--- src/rtl/condicionador_pkg.sv ---
// condicionador_pkg: shared definitions for the button conditioning stage
//   estado_t    : button FSM state encoding (also driven onto db_estado)
//   NUM_BOTOES  : number of raw push-buttons
//   isola_menor : keeps only the lowest-index set bit of a button vector
package condicionador_pkg;
   localparam int NUM_BOTOES = 4;
   typedef enum logic [1:0] {
      OCIOSO       = 2'd0,
      ESPERA_PRESS = 2'd1,
      PRESSIONADO  = 2'd2,
      ESPERA_SOLTA = 2'd3
   } estado_t;
   // v & -v leaves exactly the least significant set bit
   function automatic logic [NUM_BOTOES-1:0] isola_menor(input logic [NUM_BOTOES-1:0] v);
      return v & (~v + 1'b1);
   endfunction
endpackage

--- src/rtl/debounce_estavel.sv ---
// debounce_estavel: 2-flop synchroniser plus saturating stability counter
//   clock, reset : system clock, asynchronous active-high reset
//   d_in         : raw asynchronous input vector
//   s            : synchronised vector
//   estavel      : s has held the same value for DEBOUNCE_CYCLES cycles
module debounce_estavel
   import condicionador_pkg::*;
#(
   parameter int LARGURA         = 4,
   parameter int DEBOUNCE_CYCLES = 50000
) (
   input  logic               clock,
   input  logic               reset,
   input  logic [LARGURA-1:0] d_in,
   output logic [LARGURA-1:0] s,
   output logic               estavel
);
   localparam int CW = $clog2(DEBOUNCE_CYCLES);
   localparam logic [CW-1:0] CNT_MAX = CW'(DEBOUNCE_CYCLES - 1);
   logic [LARGURA-1:0] sync_q, s_q, s_ant_q;
   logic [CW-1:0]      cnt_q, cnt_d;
   always_comb begin
      cnt_d = (s_q != s_ant_q) ? '0 : (cnt_q == CNT_MAX) ? cnt_q : cnt_q + 1'b1;
   end
   always_ff @(posedge clock or posedge reset) begin
      if (reset) begin
         sync_q  <= '0;
         s_q     <= '0;
         s_ant_q <= '0;
         cnt_q   <= '0;
      end else begin
         sync_q  <= d_in;
         s_q     <= sync_q;
         s_ant_q <= s_q;
         cnt_q   <= cnt_d;
      end
   end
   assign s = s_q;
   // a saturated count left over from the previous value must not validate a
   // vector that has only just changed
   assign estavel = (cnt_q == CNT_MAX) && (s_q == s_ant_q);
endmodule

--- src/rtl/condicionador_botoes.sv ---
// condicionador_botoes: synchronise, debounce and one-press-one-move the game inputs
//   clock, reset  : system clock, asynchronous active-high reset
//   botoes[3:0]   : raw push-buttons;  jogar : raw start key
//   jogada[3:0]   : registered one-hot accepted move
//   jogada_pulso  : one cycle when jogada is loaded
//   tem_jogada    : high from acceptance until the release is debounced
//   jogar_pulso   : one cycle on each debounced rising edge of jogar
//   db_estado     : FSM state for the hex display
// Build option REJEITA_MULTIPLO_EN: reject stable vectors with more than one
// bit set instead of picking the lowest-index button.
module condicionador_botoes
   import condicionador_pkg::*;
#(
   parameter int DEBOUNCE_CYCLES = 50000
) (
   input  logic                  clock,
   input  logic                  reset,
   input  logic [NUM_BOTOES-1:0] botoes,
   input  logic                  jogar,
   output logic [NUM_BOTOES-1:0] jogada,
   output logic                  jogada_pulso,
   output logic                  tem_jogada,
   output logic                  jogar_pulso,
   output logic [1:0]            db_estado
);
   logic [NUM_BOTOES-1:0] s_bot;
   logic                  est_bot, s_jog, est_jog, aceita;
   estado_t               estado_q, estado_d;
   logic [NUM_BOTOES-1:0] jogada_q, jogada_d;
   logic                  jogada_pulso_q, jogada_pulso_d;
   logic                  tem_jogada_q, tem_jogada_d;
   logic                  jogar_db_q, jogar_db_d;
   logic                  jogar_pulso_q, jogar_pulso_d;
   debounce_estavel #(.LARGURA(NUM_BOTOES), .DEBOUNCE_CYCLES(DEBOUNCE_CYCLES)) u_db_botoes (
      .clock   (clock),
      .reset   (reset),
      .d_in    (botoes),
      .s       (s_bot),
      .estavel (est_bot)
   );
   debounce_estavel #(.LARGURA(1), .DEBOUNCE_CYCLES(DEBOUNCE_CYCLES)) u_db_jogar (
      .clock   (clock),
      .reset   (reset),
      .d_in    (jogar),
      .s       (s_jog),
      .estavel (est_jog)
   );
`ifdef REJEITA_MULTIPLO_EN
   assign aceita = $onehot(s_bot);
`else
   assign aceita = 1'b1;
`endif
   always_comb begin
      estado_d       = estado_q;
      jogada_d       = jogada_q;
      jogada_pulso_d = 1'b0;
      tem_jogada_d   = tem_jogada_q;
      case (estado_q)
         OCIOSO:       if (s_bot != '0) estado_d = ESPERA_PRESS;
         ESPERA_PRESS: begin
            if (s_bot == '0) estado_d = OCIOSO;
            else if (est_bot) begin
               estado_d = PRESSIONADO;
               if (aceita) begin
                  jogada_d       = isola_menor(s_bot);
                  jogada_pulso_d = 1'b1;
                  tem_jogada_d   = 1'b1;
               end
            end
         end
         PRESSIONADO:  if (s_bot == '0) estado_d = ESPERA_SOLTA;
         ESPERA_SOLTA: begin
            if (s_bot != '0) estado_d = PRESSIONADO;
            else if (est_bot) begin
               estado_d     = OCIOSO;
               tem_jogada_d = 1'b0;
            end
         end
      endcase
      jogar_db_d    = est_jog ? s_jog : jogar_db_q;
      jogar_pulso_d = est_jog & s_jog & ~jogar_db_q;
   end
   always_ff @(posedge clock or posedge reset) begin
      if (reset) begin
         estado_q       <= OCIOSO;
         jogada_q       <= '0;
         jogada_pulso_q <= 1'b0;
         tem_jogada_q   <= 1'b0;
         jogar_db_q     <= 1'b0;
         jogar_pulso_q  <= 1'b0;
      end else begin
         estado_q       <= estado_d;
         jogada_q       <= jogada_d;
         jogada_pulso_q <= jogada_pulso_d;
         tem_jogada_q   <= tem_jogada_d;
         jogar_db_q     <= jogar_db_d;
         jogar_pulso_q  <= jogar_pulso_d;
      end
   end
   assign jogada       = jogada_q;
   assign jogada_pulso = jogada_pulso_q;
   assign tem_jogada   = tem_jogada_q;
   assign jogar_pulso  = jogar_pulso_q;
   assign db_estado    = estado_q;
endmodule

--- config.mk ---
export PLATFORM = sky130hd
export DESIGN_NAME = condicionador_botoes
export DESIGN_NICKNAME = d
export VERILOG_FILES = /design/src/rtl/condicionador_pkg.sv /design/src/rtl/debounce_estavel.sv /design/src/rtl/condicionador_botoes.sv
export SDC_FILE = /design/constraint.sdc
export NUM_CORES = 1
export LEC_CHECK = 0
export BUFFER_PORTS_ARGS = -buffer_cell sky130_fd_sc_hd__buf_2
export CAP_MARGIN = 20
export CORE_MARGIN = 10
export CORE_UTILIZATION = 40
export DETAILED_ROUTE_END_ITERATION = 7
export SYNTH_ARGS = -nofsm -noshare
export SYNTH_HDL_FRONTEND = slang
export SYNTH_HIERARCHICAL = 1
export SYNTH_SLANG_ARGS = --single-unit
--- constraint.sdc ---
create_clock -name clock -period 2.7 [get_ports clock]
set_input_delay 0.27 -clock clock [delete_from_list [all_inputs] [get_ports clock]]
set_output_delay 0.27 -clock clock [all_outputs]
set_load 0.03 [all_outputs]
==> metrics.txt, run 1 <==
status complete, no violations; fmax roughly 450 MHz; postcts setup bufs 0; Startpoint Class register; CTS resizes 0; Tot Pwr between 1.5 and 2 mW; Clk network pwr share 0.513; GR Util All Layers 0.1013; worst slew pin tran 0.7343 ns; placed wire-length estimate approximately 3200 µm; switching power 0.4008 mW; skew final 0.007447 ns; met2 Use GR 0.1464; CTS tree built; Mean Syn Cell Area around 11 µm²; WL/cell about 14 µm; Reg2Reg Capture Point jogada[0]$_DFFE_PP0P_; FF+latch count, synth 57; crit path DAT ~2.5 ns; first-pass GRT wire length 8114 µm; area grow syn2layout 17.37%; Synth Instances between 200 and 250; EDFF count, synth 0; Int Power 1.590 mW; dominant synthesized flop cell dfrtp_1; combinational power share 0.037; drt total wl approximately 4700 µm; Ant. Diodes 0; WHS Endpoint u_db_jogar/sync_q$_DFF_PP0_; sequential share of power 0.450; Reg2Reg Depth 7; headroom to the max-slew limit 0.5099; Sw Ratio 0.2013; Worst Hold Depth 1; grt ovf 0; I/O pins 16; Syn Nets ~250; number of port buffers 15; CP startpoint u_db_botoes/cnt_q[0]$_DFFE_PP0P_; Worst Setup Path Type register to register; die width about 100 µm; initial antenna violation count 0; sequential fraction of the synthesis area 0.5442; Synth Cell Area around 0.0026 mm²; first-pass iteration count of the detailed router 5; Via-to-Cell Ratio between 5 and 6; Syn. warnings 6; Num CTS Buffers 9; post-layout net count between 200 and 300; Slew Limit Fails 0; number of fill cells 566; Post-DRT Antenna Nets 0; GRT met1 Usage 0.1248; Worst Hold Launch jogar; unrepaired setup endpoints after global routing false; final count of negative-setup-slack endpoints 0; Reg clk slew, reported paths ~0.070 ns; initial core utilization 0.4128; gpl congestion between 0.7 and 0.8; design area about 0.003 mm²; TritonCTS Sinks 57; vias in the first global route ~1700; reg-to-reg setup timing slack ~0.46 ns; R2R Path Start u_db_botoes/cnt_q[0]$_DFFE_PP0P_; Most Crowded Layer GR met2; Critical Path Fanout Max 7; Period Utilization, post-route 0.8303; Vias 1793; worst vdd ir 0.3471 mV; Worst Hold Class primary input to register; Pleak ~1.3 nW; die area around 0.010 mm²; Remaining DRCs 0; Die Span Y 101.0 µm; largest net degree at the start of global routing 29; MaxCap Viol Count 0; Critical Path RT about 2.9 ns; dpl cell area roughly 0.0028 mm²; pwr dens 647.1 mW/mm²; setup tns final 0 ns; row cnt 29; endpoint type of the worst setup path register; Cell variety after synth 47; CTS Hold Bufs 1; GR Layer Usage met3 0.05281; H-tree depth 3; initial DRC count approximately 70; clk_lat worst skew around 0.33 ns; CTS max path bufs 2; CORE AREA 0.006350 mm²; share of layout cells above drive strength 1 0.1784; min Tclk post-route 2.242 ns; Post-synth ARST share 1.000; Root Buffer clkbuf_8; final hold violations 0
[worst max-delay path by stage]
stage                            end  slack (ns)  cells past startpoint
5_1_grt        jogada[1]$_DFFE_PP0P_        0.23                      7
3_3_place_gp   jogada[0]$_DFFE_PP0P_        0.47                      6
6_report       jogada[0]$_DFFE_PP0P_        0.46                      7
3_5_place_dp   jogada[0]$_DFFE_PP0P_        0.43                      7
4_1_cts        jogada[0]$_DFFE_PP0P_        0.43                      7
2_1_floorplan  jogada[0]$_DFFE_PP0P_        0.54                      7
[flip-flops by register name (all words and copies together), names as in the netlist, named ones only]
| name | cells |
|---|---|
| jogar_pulso | 1 |
| u_db_jogar/s | 1 |
| db_estado | 1 |
| u_db_jogar/sync_q | 1 |
| tem_jogada | 1 |
| u_db_jogar/s_ant_q | 1 |
| jogar_db_q | 1 |
| jogada_pulso | 1 |
| u_db_botoes/s | 4 |
| u_db_botoes/cnt_q | 16 |
| jogada | 4 |
| u_db_botoes/s_ant_q | 4 |
| u_db_botoes/sync_q | 4 |
| u_db_jogar/cnt_q | 16 |
[final cells by class]
class / instances / area, µm² / share of cell area
Sequential cell: 57 / 1426 / 0.4636
Clock buffer: 12 / 165.2 / 0.05368
Inverter: 11 / 41.29 / 0.01342
Multi-Input combinational cell: 166 / 1142 / 0.3713
Timing Repair Buffer: 19 / 107.6 / 0.03497
Tap cell: 77 / 96.34 / 0.03131
Clock inverter: 4 / 97.59 / 0.03172
[synthesized netlist by cell type (2+ instances only)]
cell / number / area [µm²]
dfrtp_1: 57 / 1426
nand2_1: 18 / 67.56
nor2_1: 17 / 63.81
xnor2_1: 14 / 122.6
a21oi_1: 13 / 65.06
nand3_1: 12 / 60.06
inv_1: 11 / 41.29
nand4_1: 8 / 50.05
o21ai_0: 8 / 40.04
nand2b_1: 7 / 43.79
nor4_1: 7 / 43.79
mux2i_1: 6 / 60.06
or3_1: 6 / 37.54
nor3_1: 5 / 25.02
or4_1: 5 / 37.54
clkbuf_1: 3 / 11.26
mux2_4: 3 / 45.04
o31ai_1: 3 / 22.52
a21bo_1: 2 / 20.02
ha_1: 2 / 25.02
o311ai_0: 2 / 17.52
o41ai_1: 2 / 17.52
xor2_1: 2 / 17.52
[metrics by stage]
stage	instances	hold WS (ns)	worst slack, ns	util
after floorplan	237	0.1102	0.5351	-
after global placement	329	0.2771	0.4732	0.4416
after detailed placement	329	0.2856	0.4325	0.4416
after CTS	346	0.01910	0.4256	0.4845
after global routing	346	0.006198	0.2265	0.4845
final	346	0.03786	0.4581	0.4845
[placed cells by master (no fill, tap or decap), types with 3 or more instances in the layout]
cell type	instances
dfrtp_1	57
nand2_1	18
nor2_1	17
buf_2	15
xnor2_1	14
a21oi_1	13
clkbuf_8	12
nand3_1	12
inv_1	11
o21ai_0	8
nand4_1	8
nand2b_1	7
nor4_1	7
mux2i_1	6
or3_1	6
nor3_1	5
or4_1	5
mux2_4	3
bufinv_16	3
o31ai_1	3
buf_4	3
[cell families (layout without fill, tap and decap cells)]
| logic type | after synthesis | in the layout | share of synthesized area |
|---|---|---|---|
| AOI/OAI and AO/OA | 37 | 37 | 0.09118 |
| xor gates and xnor gates | 16 | 16 | 0.05346 |
| adders and majority gates | 2 | 2 | 0.009545 |
| muxes | 10 | 10 | 0.04439 |
| DFF | 57 | 57 | 0.5442 |
| buffers and inverters | 14 | 46 | 0.02005 |
| and+or+nand+nor | 101 | 101 | 0.2372 |
[power groups by stage]
stage	clock (mW)	sequential [mW]	combinational, mW
after floorplan	0	0.908	0.0525
after detailed placement	0	0.913	0.0757
after CTS	1.04	0.897	0.0770
after global routing	1.09	0.900	0.0865
after global placement	0	0.911	0.0744
final	1.02	0.897	0.0735
[routing by layer]
layer	part of all wire	vias up
met4	0.017	0
li1	-	913
met3	0.045	8
met5	0	-
met2	0.46	21
met1	0.48	851
[critical path: stages, from the launching register on]
cell	delay, ns
dfrtp_1	0.38
ha_1	0.25
and3_1	0.26
nand4_2	0.21
nor2_1	0.20
nand2_1	0.18
nor3_4	0.33
mux2_4	0.33
(Power assumes the default switching activity.)
==> run 2: changes to the inputs <==
clock period = 2.2 ns   (was 2.7 ns; I/O delays follow)
==> run 2 against run 1 <==
Net effect: clock power fell by 16%; maximum frequency is 11% higher; power rose by 3.2%; worst setup slack got worse by 0.28 ns; largest cell class unchanged.
==> metrics.txt, run 2 (same netlist as run 1, synthesis figures left out) <==
initial DRC count 60 (was 68); vias in the first global route 1830 (was 1668); setup tns final 0 ns (unchanged); CP max stage cell dfrtp_1 (unchanged); endpoint type of the worst setup path register (unchanged); final count of negative-setup-slack endpoints 0 (unchanged); CP top delay family simple AND/OR/NAND/NOR gates (unchanged); Worst Setup Path Type register to register (unchanged); CORE AREA 0.006350 mm² (unchanged); die area 0.01019 mm² (unchanged); Root Buffer clkbuf_8 (unchanged); fin cells 357 (was 346); Vias 1843 (was 1793); R2R Path Start u_db_botoes/cnt_q[0]$_DFFE_PP0P_ (unchanged); design area 0.003083 mm² (was 0.003077 mm²); GR Util All Layers 0.1064 (was 0.1013); WHS Endpoint u_db_jogar/s$_DFF_PP0_ (was u_db_jogar/sync_q$_DFF_PP0_); setup ws final 0.1750 ns (was 0.4581 ns); pwr dens 666.7 mW/mm² (was 647.1 mW/mm²); worst slack, placed 0.1462 ns (was 0.4325 ns); Via-to-Cell Ratio 5.162 (was 5.182); Int Power 1.580 mW (was 1.590 mW); Ant. Diodes 0 (unchanged); drt total wl 5096 µm (was 4696 µm); CTS Hold Bufs 6 (was 1); Slew Limit Fails 0 (unchanged); most frequent cells in the layout dfrtp_1 (57), nand2_1 (18), nor2_1 (17) (unchanged); crit path DAT 2.24 ns (was 2.46 ns); max incr delay on CP 0.38 ns (about the same); number of port buffers 15 (unchanged); Num CTS Buffers 9 (unchanged); H-tree depth 3 (unchanged); Clk network pwr share 0.415 (was 0.513); Worst Hold Depth 0 (was 1); min Tclk post-route 2.025 ns (was 2.242 ns); Sw Ratio 0.2314 (was 0.2013); fmax 493.8 MHz (was 446.1 MHz); number of fill cells 586 (was 566); share of layout cells above drive strength 1 0.1857 (was 0.1784); TritonCTS Sinks 57 (unchanged); CTS resizes 0 (unchanged); worst slew pin tran 0.7219 ns (was 0.7343 ns); Period Utilization, post-route 0.9204 (was 0.8303); headroom to the max-slew limit 0.5182 (was 0.5099); post-layout net count 284 (was 273); switching power 0.4757 mW (was 0.4008 mW); Critical Path Fanout Max 5 (was 7); dpl cell area 0.002849 mm² (was 0.002804 mm²); Reg2Reg Depth 7 (unchanged); area taken by multi-input logic gates 0.001142 mm² (unchanged); Worst Hold Launch u_db_jogar/sync_q$_DFF_PP0_ (was jogar); commonest non-fill, non-tap cell in the layout dfrtp_1 (unchanged); die width 101.0 µm (unchanged); status complete, no violations (unchanged); skew final 0.009535 ns (was 0.007447 ns); Post-DRT Antenna Nets 0 (unchanged); FF+latch area 0.001426 mm² (unchanged); CP bufs+invs 0 (unchanged); Die Span Y 101.0 µm (unchanged); initial antenna violation count 0 (unchanged); MaxCap Viol Count 0 (unchanged); area grow syn2layout 17.61% (was 17.37%); Reg2Reg Capture Point jogada[0]$_DFFE_PP0P_ (unchanged); first-pass GRT wire length 8673 µm (was 8114 µm); unrepaired setup endpoints after global routing false (unchanged); WL/cell 14.27 µm (was 13.57 µm); Startpoint Class register (unchanged); final core occ 0.4855 (was 0.4845); worst path cell trace ha_1 -> and3_1 -> nand4_2 -> nor2_1 -> nand2_1 -> nor3_4 -> mux2_4 (unchanged); Placed Cells 335 (was 329); Critical Path RT 2.41 ns (was 2.92 ns); placed wire-length estimate 3463 µm (was 3219 µm); postcts setup bufs 0 (unchanged); initial core utilization 0.4128 (unchanged); sequential share of power 0.533 (was 0.450); first-pass iteration count of the detailed router 4 (was 5); clk_lat worst skew 0.33 ns (about the same); CTS max path bufs 2 (unchanged); row cnt 29 (unchanged); gpl congestion 0.7829 (was 0.7914); CTS tree built (unchanged); biggest regs u_db_botoes/cnt_q (16), u_db_jogar/cnt_q (16) (unchanged); Worst Hold Class register to register (was primary input to register); largest net degree at the start of global routing 29 (unchanged); final hold violations 0 (unchanged); grt ovf 0 (unchanged); combinational power share 0.051 (was 0.037); reg-to-reg setup timing slack 0.18 ns (was 0.46 ns); worst vdd ir 0.4490 mV (was 0.3471 mV); Remaining DRCs 0 (unchanged); I/O pins 16 (unchanged); Reg clk slew, reported paths 0.06 ns (was 0.07 ns); Pleak 1.281 nW (was 1.268 nW)
run 2: changes by cell type in the layout (fill, tap and decap cells not counted), sizes merged:
cell and delta:
clkbuf +1, dlygate4sd3 +5, buf +6, bufinv -3
clkinv +3, clkinvlp -1
run 2: metal layers:
layer  track usage  vias up  wire length [µm]
met5             0        -                 0
met1        0.1253      873              2444
li1              -      942                 -
met3       0.04458        8               194
met4       0.04609        0                77
met2        0.1661       20              2380
run 2: power groups by stage:
stage | Sequential (mW) | Clock [mW] | Combinational (mW)
after floorplan | 1.11 | 0 | 0.0645
after global placement | 1.12 | 0 | 0.0987
after detailed placement | 1.12 | 0 | 0.100
after CTS | 1.10 | 0.893 | 0.109
after global routing | 1.10 | 0.932 | 0.121
final | 1.10 | 0.854 | 0.105
run 2: worst max-delay path by stage:
stage / start / endpoint / slack (ns) / cells after the start
finish: u_db_botoes/cnt_q[0]$_DFFE_PP0P_ / jogada[0]$_DFFE_PP0P_ / 0.18 / 7
global route: u_db_botoes/cnt_q[0]$_DFFE_PP0P_ / jogada[1]$_DFFE_PP0P_ / 0.02 / 7
CTS: u_db_botoes/cnt_q[0]$_DFFE_PP0P_ / jogada[0]$_DFFE_PP0P_ / 0.14 / 7
detailed placement: u_db_botoes/cnt_q[0]$_DFFE_PP0P_ / jogada[0]$_DFFE_PP0P_ / 0.15 / 7
global placement: u_db_botoes/cnt_q[0]$_DFFE_PP0P_ / jogada[0]$_DFFE_PP0P_ / 0.21 / 7
floorplan: u_db_botoes/s[0]$_DFF_PP0_ / jogada[0]$_DFFE_PP0P_ / 0.04 / 7
run 2: layout make-up:
class | count | share of cell area
clock inverter | 3 | 0.004870
sequential | 57 | 0.4627
inverter | 11 | 0.01339
timing repair buffer | 30 | 0.06575
tap | 77 | 0.03125
clock buffer | 13 | 0.05154
multi-input combinational | 166 | 0.3705
run 2: per-stage QoR:
| stage | total power [mW] | hold WS [ns] |
|---|---|---|
| after detailed placement | 1.216 | 0.2355 |
| after CTS | 2.099 | 0.3530 |
| after floorplan | 1.179 | 0.06018 |
| after global routing | 2.152 | 0.3582 |
| final | 2.055 | 0.3498 |
| after global placement | 1.214 | 0.2294 |
run 2: worst register-to-register path: stages, from the launching register on:
cell and delay, ns:
dfrtp_1 0.38, ha_1 0.24, and3_1 0.26, nand4_2 0.12, nor2_1 0.15, nand2_1 0.12
nor3_4 0.30, mux2_4 0.33
